$ cat src/rtl/uart_rx_fifo_pkg.sv
// uart_rx_fifo_pkg: shared types and constants for the UART receive path.
// Receiver FSM state encoding and the default bit time for 25 MHz / 115200 baud.
package uart_rx_fifo_pkg;

   localparam int CLKS_PER_BIT_115200 = 217;

   typedef enum logic [2:0] {
      ST_IDLE   = 3'd0,
      ST_START  = 3'd1,
      ST_DATA   = 3'd2,
      ST_PARITY = 3'd3,
      ST_STOP   = 3'd4,
      ST_BREAK  = 3'd5
   } rx_state_e;

endpackage

$ cat src/rtl/uart_rx_fifo_sync_fifo.sv
// sync_fifo: first-word-fall-through FIFO with occupancy count.
// Push while full is only accepted when a pop happens in the same cycle;
// the caller decides what a refused push means (e.g. overrun).
module sync_fifo #(
   parameter int WIDTH = 8,
   parameter int DEPTH = 16
) (
   input  logic                       clk,
   input  logic                       rst,
   input  logic                       push,
   input  logic [WIDTH-1:0]           wr_data,
   input  logic                       pop,
   output logic [WIDTH-1:0]           rd_data,
   output logic                       empty,
   output logic                       full,
   output logic [$clog2(DEPTH+1)-1:0] count
);

   localparam int AW = $clog2(DEPTH);
   localparam int CW = $clog2(DEPTH+1);

   logic [WIDTH-1:0] mem_q [DEPTH];
   logic [AW-1:0]    wr_ptr_q, wr_ptr_d;
   logic [AW-1:0]    rd_ptr_q, rd_ptr_d;
   logic [CW-1:0]    count_q, count_d;
   logic             do_push, do_pop;

   assign empty   = (count_q == '0);
   assign full    = (count_q == CW'(DEPTH));
   assign count   = count_q;
   assign rd_data = empty ? '0 : mem_q[rd_ptr_q];

   // Pointer and occupancy update; pointers wrap naturally (DEPTH is a power of 2)
   always_comb begin
      do_pop   = pop && !empty;
      do_push  = push && (!full || do_pop);
      wr_ptr_d = do_push ? wr_ptr_q + AW'(1) : wr_ptr_q;
      rd_ptr_d = do_pop  ? rd_ptr_q + AW'(1) : rd_ptr_q;
      case ({do_push, do_pop})
         2'b10:   count_d = count_q + CW'(1);
         2'b01:   count_d = count_q - CW'(1);
         default: count_d = count_q;
      endcase
   end

   // Control state registers
   always_ff @(posedge clk or posedge rst) begin
      if (rst) begin
         wr_ptr_q <= '0;
         rd_ptr_q <= '0;
         count_q  <= '0;
      end else begin
         wr_ptr_q <= wr_ptr_d;
         rd_ptr_q <= rd_ptr_d;
         count_q  <= count_d;
      end
   end

   // Storage array; contents are don't-care until written, empty masks rd_data
   always_ff @(posedge clk) begin
      if (do_push) mem_q[wr_ptr_q] <= wr_data;
   end

endmodule

$ cat src/rtl/uart_rx_fifo.sv
// uart_rx_fifo: UART receiver (start + DATA_BITS [+ parity] + 1 stop, LSB first)
// feeding a FWFT receive FIFO, with sticky frame / overrun / parity flags.
// Optional parity check is compiled in with `define UART_RX_PARITY_EN.
module uart_rx_fifo
   import uart_rx_fifo_pkg::*;
#(
   parameter int CLKS_PER_BIT = CLKS_PER_BIT_115200,
   parameter int DATA_BITS    = 8,
   parameter int FIFO_DEPTH   = 16,
   parameter int PARITY_ODD   = 0
) (
   input  logic                            clk,
   input  logic                            rst,
   input  logic                            serial_rxd,
   input  logic                            rd_en,
   output logic [DATA_BITS-1:0]            rd_data,
   output logic                            empty,
   output logic                            full,
   output logic [$clog2(FIFO_DEPTH+1)-1:0] count,
   output logic                            frame_err,
   output logic                            overrun_err,
   output logic                            parity_err,
   input  logic                            err_clr
);

   localparam int TW   = $clog2(CLKS_PER_BIT);
   localparam int BW   = $clog2(DATA_BITS+1);
   localparam int HALF = CLKS_PER_BIT / 2;

   // Reject unsupported configurations at elaboration
   if (CLKS_PER_BIT < 8 || DATA_BITS < 5 || DATA_BITS > 9 || FIFO_DEPTH < 2 ||
       (FIFO_DEPTH & (FIFO_DEPTH-1)) != 0 || PARITY_ODD < 0 || PARITY_ODD > 1) begin : g_bad_cfg
      $error("uart_rx_fifo: unsupported parameter set");
   end

   rx_state_e            state_q, state_d;
   logic                 sync1_q, sync2_q, rxd_prev_q;
   logic                 rxd_s;
   logic [TW-1:0]        timer_q, timer_d;
   logic [BW-1:0]        bit_cnt_q, bit_cnt_d;
   logic [DATA_BITS-1:0] shift_q, shift_d;
   logic                 frame_err_q, frame_err_d;
   logic                 overrun_err_q, overrun_err_d;
   logic                 tick, timer_run, shift_en, push, ferr_set, par_smp;
   logic                 fifo_full;

   assign rxd_s = sync2_q;

   // Two-flop synchronizer plus previous synced value for edge detection
   always_ff @(posedge clk or posedge rst) begin
      if (rst) begin
         sync1_q    <= 1'b1;
         sync2_q    <= 1'b1;
         rxd_prev_q <= 1'b1;
      end else begin
         sync1_q    <= serial_rxd;
         sync2_q    <= sync1_q;
         rxd_prev_q <= sync2_q;
      end
   end

   // FSM state register
   always_ff @(posedge clk or posedge rst) begin
      if (rst) state_q <= ST_IDLE;
      else     state_q <= state_d;
   end

   // FSM next state: BREAK blocks start detection until the line returns high
   always_comb begin
      state_d = state_q;
      case (state_q)
         ST_IDLE:   if (rxd_prev_q && !rxd_s) state_d = ST_START;
         ST_START:  if (tick) state_d = rxd_s ? ST_IDLE : ST_DATA;
         ST_DATA:   if (tick && bit_cnt_q == BW'(DATA_BITS-1)) begin
`ifdef UART_RX_PARITY_EN
            state_d = ST_PARITY;
`else
            state_d = ST_STOP;
`endif
         end
         ST_PARITY: if (tick) state_d = ST_STOP;
         ST_STOP:   if (tick) state_d = rxd_s ? ST_IDLE : ST_BREAK;
         ST_BREAK:  if (rxd_s) state_d = ST_IDLE;
         default:   state_d = ST_IDLE;
      endcase
   end

   // FSM outputs: sample strobe (half bit in START, full bit elsewhere) and actions
   always_comb begin
      timer_run = 1'b0;
      tick      = 1'b0;
      shift_en  = 1'b0;
      par_smp   = 1'b0;
      push      = 1'b0;
      ferr_set  = 1'b0;
      case (state_q)
         ST_START: begin
            timer_run = 1'b1;
            tick      = (timer_q == TW'(HALF-1));
         end
         ST_DATA: begin
            timer_run = 1'b1;
            tick      = (timer_q == TW'(CLKS_PER_BIT-1));
            shift_en  = tick;
         end
         ST_PARITY: begin
            timer_run = 1'b1;
            tick      = (timer_q == TW'(CLKS_PER_BIT-1));
            par_smp   = tick;
         end
         ST_STOP: begin
            timer_run = 1'b1;
            tick      = (timer_q == TW'(CLKS_PER_BIT-1));
            push      = tick && rxd_s;
            ferr_set  = tick && !rxd_s;
         end
         default: ;
      endcase
   end

   // Datapath: bit timer, bit index, LSB-first shift register, sticky flags
   always_comb begin
      timer_d       = (timer_run && !tick) ? timer_q + TW'(1) : '0;
      bit_cnt_d     = (state_q == ST_IDLE) ? '0 :
                      shift_en ? bit_cnt_q + BW'(1) : bit_cnt_q;
      shift_d       = shift_en ? {rxd_s, shift_q[DATA_BITS-1:1]} : shift_q;
      frame_err_d   = ferr_set || (frame_err_q && !err_clr);
      overrun_err_d = (push && fifo_full && !rd_en) || (overrun_err_q && !err_clr);
   end

   // Receiver datapath registers
   always_ff @(posedge clk or posedge rst) begin
      if (rst) begin
         timer_q       <= '0;
         bit_cnt_q     <= '0;
         shift_q       <= '0;
         frame_err_q   <= 1'b0;
         overrun_err_q <= 1'b0;
      end else begin
         timer_q       <= timer_d;
         bit_cnt_q     <= bit_cnt_d;
         shift_q       <= shift_d;
         frame_err_q   <= frame_err_d;
         overrun_err_q <= overrun_err_d;
      end
   end

   assign frame_err   = frame_err_q;
   assign overrun_err = overrun_err_q;

`ifdef UART_RX_PARITY_EN
   localparam logic PAR_ODD = PARITY_ODD[0];

   logic par_bad_q, par_bad_d;
   logic parity_err_q, parity_err_d;

   // Parity check result is held until the stop bit; a bad word is still pushed
   always_comb begin
      par_bad_d    = par_smp ? (rxd_s != (^shift_q ^ PAR_ODD)) : par_bad_q;
      parity_err_d = (push && par_bad_q) || (parity_err_q && !err_clr);
   end

   // Parity state registers
   always_ff @(posedge clk or posedge rst) begin
      if (rst) begin
         par_bad_q    <= 1'b0;
         parity_err_q <= 1'b0;
      end else begin
         par_bad_q    <= par_bad_d;
         parity_err_q <= parity_err_d;
      end
   end

   assign parity_err = parity_err_q;
`else
   assign parity_err = 1'b0;
`endif

   sync_fifo #(
      .WIDTH (DATA_BITS),
      .DEPTH (FIFO_DEPTH)
   ) u_fifo (
      .clk     (clk),
      .rst     (rst),
      .push    (push),
      .wr_data (shift_q),
      .pop     (rd_en),
      .rd_data (rd_data),
      .empty   (empty),
      .full    (fifo_full),
      .count   (count)
   );

   assign full = fifo_full;

endmodule
$ cat config.mk
export PLATFORM = sky130hd
export DESIGN_NAME = uart_rx_fifo
export DESIGN_NICKNAME = d
export VERILOG_FILES = /design/src/rtl/uart_rx_fifo_pkg.sv /design/src/rtl/uart_rx_fifo_sync_fifo.sv /design/src/rtl/uart_rx_fifo.sv
export SDC_FILE = /design/constraint.sdc
export NUM_CORES = 1
export LEC_CHECK = 0
export BUFFER_PORTS_ARGS = -buffer_cell sky130_fd_sc_hd__buf_2
export CORE_MARGIN = 2
export CORE_UTILIZATION = 45
export DETAILED_ROUTE_END_ITERATION = 10
export GPL_TIMING_DRIVEN = 0
export PLACE_DENSITY = 0.61
export SYNTH_ARGS = -nofsm -noshare
export SYNTH_HDL_FRONTEND = slang
export SYNTH_SLANG_ARGS = --single-unit
$ cat constraint.sdc
create_clock -name clk -period 3.85 [get_ports clk]
set_clock_uncertainty 0.05 [all_clocks]
set_input_delay 0.385 -clock clk [delete_from_list [all_inputs] [get_ports clk]]
set_output_delay 0.385 -clock clk [all_outputs]
set_load 0.05 [all_outputs]
==> results.ini <==
[outcome]
status=finished, final reports clean

[sta]
period_share_pct=81.5
rsz0062_at_grt=false
period_needed_ns=3.14
worst_slew_pin_slew_ns=0.893
maxSlewHeadroom_pct=40.2
fmax_mhz=319
slew_violations=0
fin_tns_setup_ns=0
finalHoldViolCount=0
setup_viol=0

[floorplanning]
die_w_um=130
rows=46
start_util_pct=45.6
fp.coreArea_mm2=0.0158
pin_count=23
fp.dieArea_mm2=0.0170
die_height_um=130

[power]
ir_drop_mv=0.470
p_int_mw=3.31
sequentialPowerShare_pct=44.9
p_sw_share_pct=29.8
p_switching_mw=1.40
power_density_mw_per_mm2=578
leakagePower_nw=3.22
clockPowerShare_pct=33.8
p_comb_share_pct=21.3

[grt]
grt_start_max_net_pins=42
grt_pass1_vias=3829
antenna_found_initial=0
grt_pass1_wl_um=21600
grt_overflow_total=0
grt.total_usage_pct=17.7

[critical_path]
critical_path.top_delay_family=simple AND/OR/NAND/NOR gates
path_cells=inv_1 -> ha_1 -> and4b_1 -> buf_6 -> and4_4 -> buf_6 -> and2_4 -> inv_1 -> ha_1 -> buf_2 -> xor2_1 -> ha_1 -> o211a_1 -> o31ai_1 -> a31oi_1 -> xnor2_1
worstSetupEndpointType=register
path_max_fanout=9
cp_slowest_stage_delay_ns=0.42
cp.buffers_inverters=5
worst_r2r_path_depth=16
critPathMostFrequentCell=ha_1
cp.arrival_ns=3.40
regToRegStartpoint=timer_q[0]
path_class=reg -> reg
r2r_end=u_fifo.count[4]
r2r_setup_slack_ns=0.71
required_ns=4.11
crit_slowest_cell=dfrtp_1
cp-start-kind=register

[drt]
drt_iter0_markers=391
met1_length_um=6250
wl_per_cell_um=19.5
met3WireLength_um=647
num_vias=3784
routed_wl_um=13700
drt_first_pass_iters=6
met2WireLength_um=6580
ant_nets=0
avgViaCountPerCell=5.39
routed.top_layer=met4
drc_errors=0

[cts]
clock_path_buffers=2
cts_tree=yes
cts_setup_buffers=0
clkSinkCount=169
clk_latency_ns=0.42
cts_root_buf=clkbuf_16
clk_pin_slew_ns=0.06
clock_tree.htree_level_count=4
cts_buffers=17

[finish]
diodes=0
syn_to_final_growth_pct=13.4
final_nets=491
final_cells=702
layout-drive-gt1-share_pct=26.5
layout_commonest_cell=edfxtp_1
layout_common_cells=128 x edfxtp_1, 38 x dfrtp_1, 32 x mux4_2

[placed_design]
dp_cells=670
hpwl_um=8850
numPortBuffers=21
routabilityCongestion=0.779

[synthesis]
syn-cell-area_mm2=0.00719
ys_ff_latch=169
syn_inst=429
avgSynthCellArea_um2=16.8
seq_area_frac_synth_pct=67.7
yosysWarnings=0
synth_cell_types=53
syn-num-nets=446
async_flop_share_pct=24.3
synth_edf_count=128
synth_ff_type=edfxtp_1

[hold_path]
hp-class=in -> async

[job]
drv_cap=0

worst register-to-register path, stage by stage (launching register included):
cell and delay, ns:
dfrtp_1 0.42, inv_1 0.08, ha_1 0.18, and4b_1 0.22, buf_6 0.13, and4_4 0.22, buf_6 0.14, and2_4 0.16
inv_1 0.05, ha_1 0.19, buf_2 0.17, xor2_1 0.15, ha_1 0.22, o211a_1 0.23, o31ai_1 0.19, a31oi_1 0.09
xnor2_1 0.13
Yosys cell counts (all sizes together) (2+ instances only):
master	count	area share, %
o31ai	3	0.31
a21o	2	0.21
nor2	29	1.5
a31oi	2	0.17
mux4	32	10
inv	15	0.78
nand2b	4	0.35
o22ai	10	0.87
a21oi	7	0.49
dfrtp	38	13
dfstp	3	1.1
nand2	14	0.73
o21ai	6	0.42
edfxtp	128	53
and2	2	0.21
buf	19	1.6
nand4b	2	0.24
and3	2	0.17
xor2	8	0.97
nor3	6	0.42
and3b	2	0.24
nor3b	5	0.66
o311ai	2	0.24
nand3b	3	0.49
nor2b	3	0.26
xnor2	12	1.5
nand4	4	0.35
clkbuf	5	0.28
mux2i	17	2.4
nand3	11	1.2
mux2	10	1.6
ha	12	2.1
power by group through the flow:
stage / logic (mW) / registers, mW / clock network (mW)
floorplan: 0.715 / 2.23 / 0
global placement: 1.00 / 2.15 / 0
detailed placement: 1.01 / 2.15 / 0
CTS: 1.02 / 2.12 / 1.62
global route: 1.10 / 2.13 / 1.70
finish: 1.01 / 2.12 / 1.59
cells by family (layout without fill, tap and decap cells):
kind of cell / after synthesis / in the layout / share of synthesized area (%)
and+or+nand+nor: 91 / 91 / 7.62
AOI/OAI and AO/OA: 38 / 38 / 3.43
adders and majority gates: 12 / 12 / 2.09
buffers and inverters: 39 / 96 / 2.70
muxes: 59 / 59 / 13.9
xor gates and xnor gates: 20 / 20 / 2.43
DFF: 169 / 169 / 67.7
other: 1 / 1 / 0.0521
registers in the layout, summed over array words and instances (netlist names):
register / cells
u_fifo.wr_ptr_q: 4
shift_q: 8
sync1_q: 1
rxd_s: 1
rxd_prev_q: 1
frame_err: 1
u_fifo.mem_q: 128
timer_q: 8
u_fifo.count: 5
u_fifo.rd_ptr_q: 4
overrun_err: 1
bit_cnt_q: 4
state_q: 3
through the flow:
| step | hold WS (ns) | setup WS, ns | instance area, um^2 | util [%] | power [mW] |
|---|---|---|---|---|---|
| global route | 0.122 | 0.465 | 8160 | 51.7 | 4.93 |
| global placement | 0.297 | 0.763 | 7570 | 48.0 | 3.15 |
| CTS | 0.0941 | 0.686 | 8160 | 51.7 | 4.76 |
| floorplan | 0.295 | 0.927 | 7190 | - | 2.94 |
| finish | 0.0884 | 0.712 | 8160 | 51.7 | 4.71 |
| detailed placement | 0.301 | 0.695 | 7600 | 48.2 | 3.17 |
worst max path at each step:
stage | from | endpoint | cells after the start
floorplan | u_fifo.count[1] | u_fifo.count[4] | 13
global placement | timer_q[0] | u_fifo.mem_q[0][0] | 8
detailed placement | timer_q[0] | u_fifo.count[4] | 16
CTS | timer_q[0] | u_fifo.count[4] | 16
global route | timer_q[0] | u_fifo.count[4] | 16
finish | timer_q[0] | u_fifo.count[4] | 16
final cells by class:
cell class | count | area, um^2
well taps | 216 | 270
flip-flops and latches | 169 | 4870
clock inverters | 14 | 125
plain buffers | 24 | 138
fillers | 1334 | 7610
repair buffers | 26 | 145
inverters | 15 | 56.3
clock buffers | 17 | 425
multi-input cells | 221 | 2130
routing by layer:
layer  up-vias  global-route usage [%]
met5         -                       0
met4         0                    6.13
met3         9                    4.28
met2        91                    27.7
met1      1943                    24.6
li1       1741                       -
repair_timing:
item	in CTS	in global routing
setup endpoints to repair	0	0
gates resized for setup	0	0
hold endpoints to repair	1	0
hold buffers	1	0
No activity file was read; power rests on OpenSTA's default activity.
